File: src/rtl/pwm_capture.sv
// pwm_capture: measures PWM period, high time and 0..255 duty cycle of an asynchronous input
module pwm_capture #(
    parameter int CNT_LENGTH     = 32,
    parameter int WORD_LENGTH    = 8,
    parameter int TIMEOUT_CYCLES = 50000000
) (
    input  logic                   clk,
    input  logic                   reset,
    input  logic                   enable,
    input  logic                   pwm_in,
    output logic [CNT_LENGTH-1:0]  period_cycles,
    output logic [CNT_LENGTH-1:0]  high_cycles,
    output logic [WORD_LENGTH-1:0] duty_cycle,
    output logic                   meas_valid,
    output logic                   busy,
    output logic                   stuck
);
    localparam int DW = CNT_LENGTH + WORD_LENGTH;
    localparam int IW = $clog2(WORD_LENGTH + 1);
    localparam logic [DW-1:0]         FULL        = DW'((1 << WORD_LENGTH) - 1);
    localparam logic [CNT_LENGTH-1:0] TIMEOUT_VAL = CNT_LENGTH'(TIMEOUT_CYCLES);
    localparam logic [IW-1:0]         LAST_ITER   = IW'(WORD_LENGTH - 1);

    typedef enum logic {IDLE, MEASURE} state_t;

    state_t                 state, state_nxt;
    logic                   sync_0, s, s_d;
    logic                   rise_evt, capture, start, timeout, div_done, q_bit;
    logic [CNT_LENGTH-1:0]  period_cnt, high_cnt, cap_period, cap_high;
    logic [DW-1:0]          rem, dvs;
    logic [WORD_LENGTH-2:0] quo;
    logic [IW-1:0]          iter;

    assign rise_evt = s & ~s_d;

    // Two-flop synchronizer plus a delay flop for rising-edge detection
    always_ff @(posedge clk or posedge reset) begin
        if (reset) begin
            sync_0 <= 1'b0;
            s      <= 1'b0;
            s_d    <= 1'b0;
        end else begin
            sync_0 <= pwm_in;
            s      <= sync_0;
            s_d    <= s;
        end
    end

    // Measurement state register
    always_ff @(posedge clk or posedge reset) begin
        if (reset) state <= IDLE;
        else       state <= state_nxt;
    end

    // Event decode and next state; enable beats edges, edges beat timeout
    always_comb begin
        capture   = enable && state == MEASURE && rise_evt;
        start     = capture && !busy;
        timeout   = enable && state == MEASURE && !rise_evt && period_cnt == TIMEOUT_VAL;
        q_bit     = rem >= dvs;
        div_done  = enable && !timeout && busy && iter == LAST_ITER;
        state_nxt = !enable ? IDLE :
                    (state == IDLE && rise_evt) ? MEASURE :
                    timeout ? IDLE : state;
    end

    // Period and high counters: restart at 1/1 on each accepted edge, saturate otherwise
    always_ff @(posedge clk or posedge reset) begin
        if (reset) begin
            period_cnt <= '0;
            high_cnt   <= '0;
        end else if (state_nxt == MEASURE && rise_evt) begin
            period_cnt <= CNT_LENGTH'(1);
            high_cnt   <= CNT_LENGTH'(1);
        end else if (state_nxt == IDLE) begin
            period_cnt <= '0;
            high_cnt   <= '0;
        end else begin
            if (period_cnt != '1) period_cnt <= period_cnt + 1'b1;
            if (s && high_cnt != '1) high_cnt <= high_cnt + 1'b1;
        end
    end

    // Restoring divider: one quotient bit per cycle, divisor pre-shifted to the MSB position
    always_ff @(posedge clk or posedge reset) begin
        if (reset) begin
            busy       <= 1'b0;
            iter       <= '0;
            rem        <= '0;
            dvs        <= '0;
            quo        <= '0;
            cap_period <= '0;
            cap_high   <= '0;
        end else if (!enable || timeout) begin
            busy <= 1'b0;
        end else if (start) begin
            cap_period <= period_cnt;
            cap_high   <= high_cnt;
            rem        <= DW'(high_cnt) * FULL;
            dvs        <= DW'(period_cnt) << (WORD_LENGTH - 1);
            quo        <= '0;
            iter       <= '0;
            busy       <= 1'b1;
        end else if (busy) begin
            if (q_bit) rem <= rem - dvs;
            dvs  <= dvs >> 1;
            quo  <= (WORD_LENGTH-1)'({quo, q_bit});
            iter <= iter + 1'b1;
            busy <= iter != LAST_ITER;
        end
    end

    // Result registers: updated together with the meas_valid pulse, held otherwise
    always_ff @(posedge clk or posedge reset) begin
        if (reset) begin
            period_cycles <= '0;
            high_cycles   <= '0;
            duty_cycle    <= '0;
            meas_valid    <= 1'b0;
            stuck         <= 1'b0;
        end else begin
            meas_valid <= timeout || div_done;
            if (timeout) begin
                period_cycles <= '0;
                high_cycles   <= '0;
                duty_cycle    <= {WORD_LENGTH{s}};
                stuck         <= 1'b1;
            end else begin
                if (div_done) begin
                    period_cycles <= cap_period;
                    high_cycles   <= cap_high;
                    duty_cycle    <= {quo, q_bit};
                end
                if (enable && rise_evt) stuck <= 1'b0;
            end
        end
    end
endmodule

File: config.mk
export PLATFORM = sky130hd
export DESIGN_NAME = pwm_capture
export DESIGN_NICKNAME = d
export VERILOG_FILES = /design/src/rtl/pwm_capture.sv
export SDC_FILE = /design/constraint.sdc
export NUM_CORES = 1
export LEC_CHECK = 0
export ABC_AREA = 1
export BUFFER_PORTS_ARGS = -buffer_cell sky130_fd_sc_hd__buf_2
export CAP_MARGIN = 20
export CORE_MARGIN = 5
export CORE_UTILIZATION = 35
export CTS_CLUSTER_DIAMETER = 60
export CTS_CLUSTER_SIZE = 16
export DETAILED_ROUTE_END_ITERATION = 16
export GPL_TIMING_DRIVEN = 0
export MAX_ROUTING_LAYER = met4
export PLACE_DENSITY = 0.59
export SLEW_MARGIN = 5
export SYNTH_ARGS = -nofsm -noshare
export SYNTH_HDL_FRONTEND = slang
export SYNTH_SLANG_ARGS = --single-unit
File: constraint.sdc
create_clock -name clk -period 13 [get_ports clk]
set_input_delay 0.65 -clock clk [delete_from_list [all_inputs] [get_ports clk]]
set_output_delay 0.65 -clock clk [all_outputs]
set_load 0.05 [all_outputs]
==> out/metrics.csv <==
metric,value,unit
ys async rst share,100,%
hold slack,0.141,ns
"EDFF count, synth",0,
crit share post-route,40.0,%
Pwr Total,0.00366,W
Crit Reg-Reg Startpoint,high_cnt[14]$_DFFE_PP0P_,
nature of the critical path startpoint,flip-flop,
Resized cells post-CTS,0,
dpl ws,7.85,ns
CP max stage delay,0.54,ns
Setup WS post-layout,7.80,ns
die area,0.0721,sq mm
WP buf/inv,6,
Crit path max-delay family,adder cells,
Tmin final,5.20,ns
grt ovf,0,
CP Capture Type,flip-flop,
mean number of vias per cell,4.81,
Via Count,20000,
setup TNS,0,ns
width of the die,269,um
placer congestion estimate,0.955,
Layout Utilization,39.3,%
CP Class,flip-flop to flip-flop,
clk root buf,clkbuf_16,
number of I/O pins,79,
Max Cap Viol,0,
first-pass GRT wire length,111,mm
n_diodes,0,
Routed Antenna Nets,0,
Layout area overhead,10.9,%
switching share of power,43.4,%
syn_area_per_cell,7.37,sq um
clk sinks,297,
Chip Height,269,um
starting DRC count in detailed routing,1703,
Lkg Pwr,13.9,nW
I/O Buffers,78,
first-pass iteration count of the detailed router,6,
reg2reg setup slack,7.80,ns
# Post-CTS Setup Buffers,0,
pin count of the biggest net entering global routing,115,
Max Slew Vio Count,0,
final setup vio count,0,
layout cells sized above 1,6.84,%
critical path cell sequence,"inv_1, fa_1, fa_1, inv_1, fa_1, inv_1, fa_1, inv_1, ha_1, nand2_1, inv_1, nand2_1, inv_1, a21oi_1, nand3_1, xor2_1, nand2_1, nand2_1, nand2_1, nand2_1",
Worst-Margin Slew,1.09,ns
number of fill cells in the layout,6957,
Seq cells post-synth,297,
Rel. slew slack,27.5,%
CTS tree,yes,
Required @ worst endpoint,13.49,ns
register area,0.00743,sq mm
detailed placement HPWL,56.2,mm
CTS H-Tree Depth,1,
CTS buffer count,30,
Post-Syn Area,0.0234,sq mm
Syn Nets,3458,
Psw,0.00159,W
Worst-path clk slew,0.07,ns
clk_skew,0.0278,ns
Core Rows,94,
DRC,0,
clock latency at the later pin of the worst-skew pair,0.60,ns
clock power share,24.8,%
Seq pwr share,31.1,%
number of global-route vias before repair,19300,
GRT Total Usage,19.9,%
RSZ-0062 raised after global routing,no,
status,"finished, final reports clean",
Multi-input gate area,0.0131,sq mm
worst r2r dst,rem[23]$_DFFE_PP0P_,
crit-path max FO,5,
Cell variety after synth,44,
Fmax,192,MHz
WP data arrival,5.68,ns
internal power,0.00207,W
Final nets,3570,
antenna violations before repair,0,
HP Class,input pin to asynchronous set/reset pin,
drt total wl,69.2,mm
CP max-delay cell,fa_1,
worst r2r path cells,20,
Syn. warnings,0,
"Hold-fix buffers, CTS",0,
PD cells,141,mW/mm^2
maximum vdd drop,0.100,mV
Core Area,0.0661,sq mm
"Seq/Total Area, Yosys",31.8,%
wire length per cell,16.6,um
"Primary FF master, synth",dfrtp_1,
Initial Utilization,35.4,%
Mapped Cells,3174,
endpoints failing hold,0,
Max Buffers Root-to-Sink,3,
Comb power frac,44.1,%
## placed cells by master (no fill, tap or decap), types with 38 or more instances in the layout
cell and n:
nand2_1 882, inv_1 636, dfrtp_1 297, o21ai_0 228
nor2_1 226, nand3_1 185, fa_1 151, ha_1 129
buf_2 108, a21oi_1 102, o21ai_1 46, xor2_1 42
nor3_1 38
## synth_stat cells (13+ instances only)
library cell / n / area [sq um]
xor2_1: 42 / 368
inv_1: 637 / 2390
nor3_1: 38 / 190
clkbuf_1: 24 / 90.1
o21ai_1: 46 / 230
nand4_1: 33 / 206
nand2_1: 882 / 3310
fa_1: 151 / 3020
nor2_1: 226 / 848
inv_2: 13 / 48.8
o21ai_0: 228 / 1140
nand3_1: 185 / 926
a21oi_1: 102 / 510
dfrtp_1: 297 / 7430
ha_1: 129 / 1610
buf_2: 30 / 150
## kinds of logic after synthesis
family          Yosys count  share of synthesized area, %
compound gates          408                          9.06
xor+xnor                 47                          1.76
fa+ha+maj               280                          19.8
buf+inv                 726                          12.3
flops                   297                          31.8
mux                       1                        0.0428
simple gates           1415                          25.2
## power groups by stage
stage / combinational (W) / clock (W) / sequential (W)
floorplan: 0.00113 / 0 / 0.00118
global placement: 0.00159 / 0 / 0.00116
detailed placement: 0.00159 / 0 / 0.00116
CTS: 0.00160 / 0.000927 / 0.00114
global route: 0.00182 / 0.000967 / 0.00116
finish: 0.00161 / 0.000907 / 0.00114
## registers in the layout (all words and copies together) (netlist names), 4 cells and up
name           flops
cap_high          32
cap_period        32
duty_cycle         8
dvs               39
high_cnt          32
high_cycles       32
iter               4
period_cnt        32
period_cycles     32
quo                7
rem               40
## layer usage
metal  vias up  global-route usage (%)  routed length (um)
met5         -                       -                   0
met4         0                    4.12                1480
met3        66                    2.50                3900
met2       465                    30.0               30400
met1      9512                    28.9               33400
li1       9996                       -                   -
## metrics by stage
stage	instance area, sq um	instances
global placement	24900	4116
CTS	25900	4169
finish	25900	4169
floorplan	23400	3174
detailed placement	24900	4118
global route	25900	4169
## layout make-up
class / instances / area share [%]
multi-input combinational: 2151 / 50.4
sequential: 297 / 28.6
inverter: 650 / 9.43
tap: 864 / 4.17
clock buffer: 32 / 2.96
buffer: 76 / 1.72
timing repair buffer: 80 / 1.72
clock inverter: 19 / 0.921
## how the worst max path moves through the flow
stage,start,endpoint,slack [ns],cells after the start
floorplan,reset,busy$_DFF_PP0_,4.15,1
global placement,reset,rem[35]$_DFFE_PP0P_,0.30,2
detailed placement,high_cnt[13]$_DFFE_PP0P_,rem[23]$_DFFE_PP0P_,7.85,20
CTS,high_cnt[13]$_DFFE_PP0P_,rem[23]$_DFFE_PP0P_,7.82,20
global route,high_cnt[12]$_DFFE_PP0P_,rem[39]$_DFFE_PP0P_,7.52,21
finish,high_cnt[14]$_DFFE_PP0P_,rem[23]$_DFFE_PP0P_,7.80,20
(Power assumes the default switching activity.)
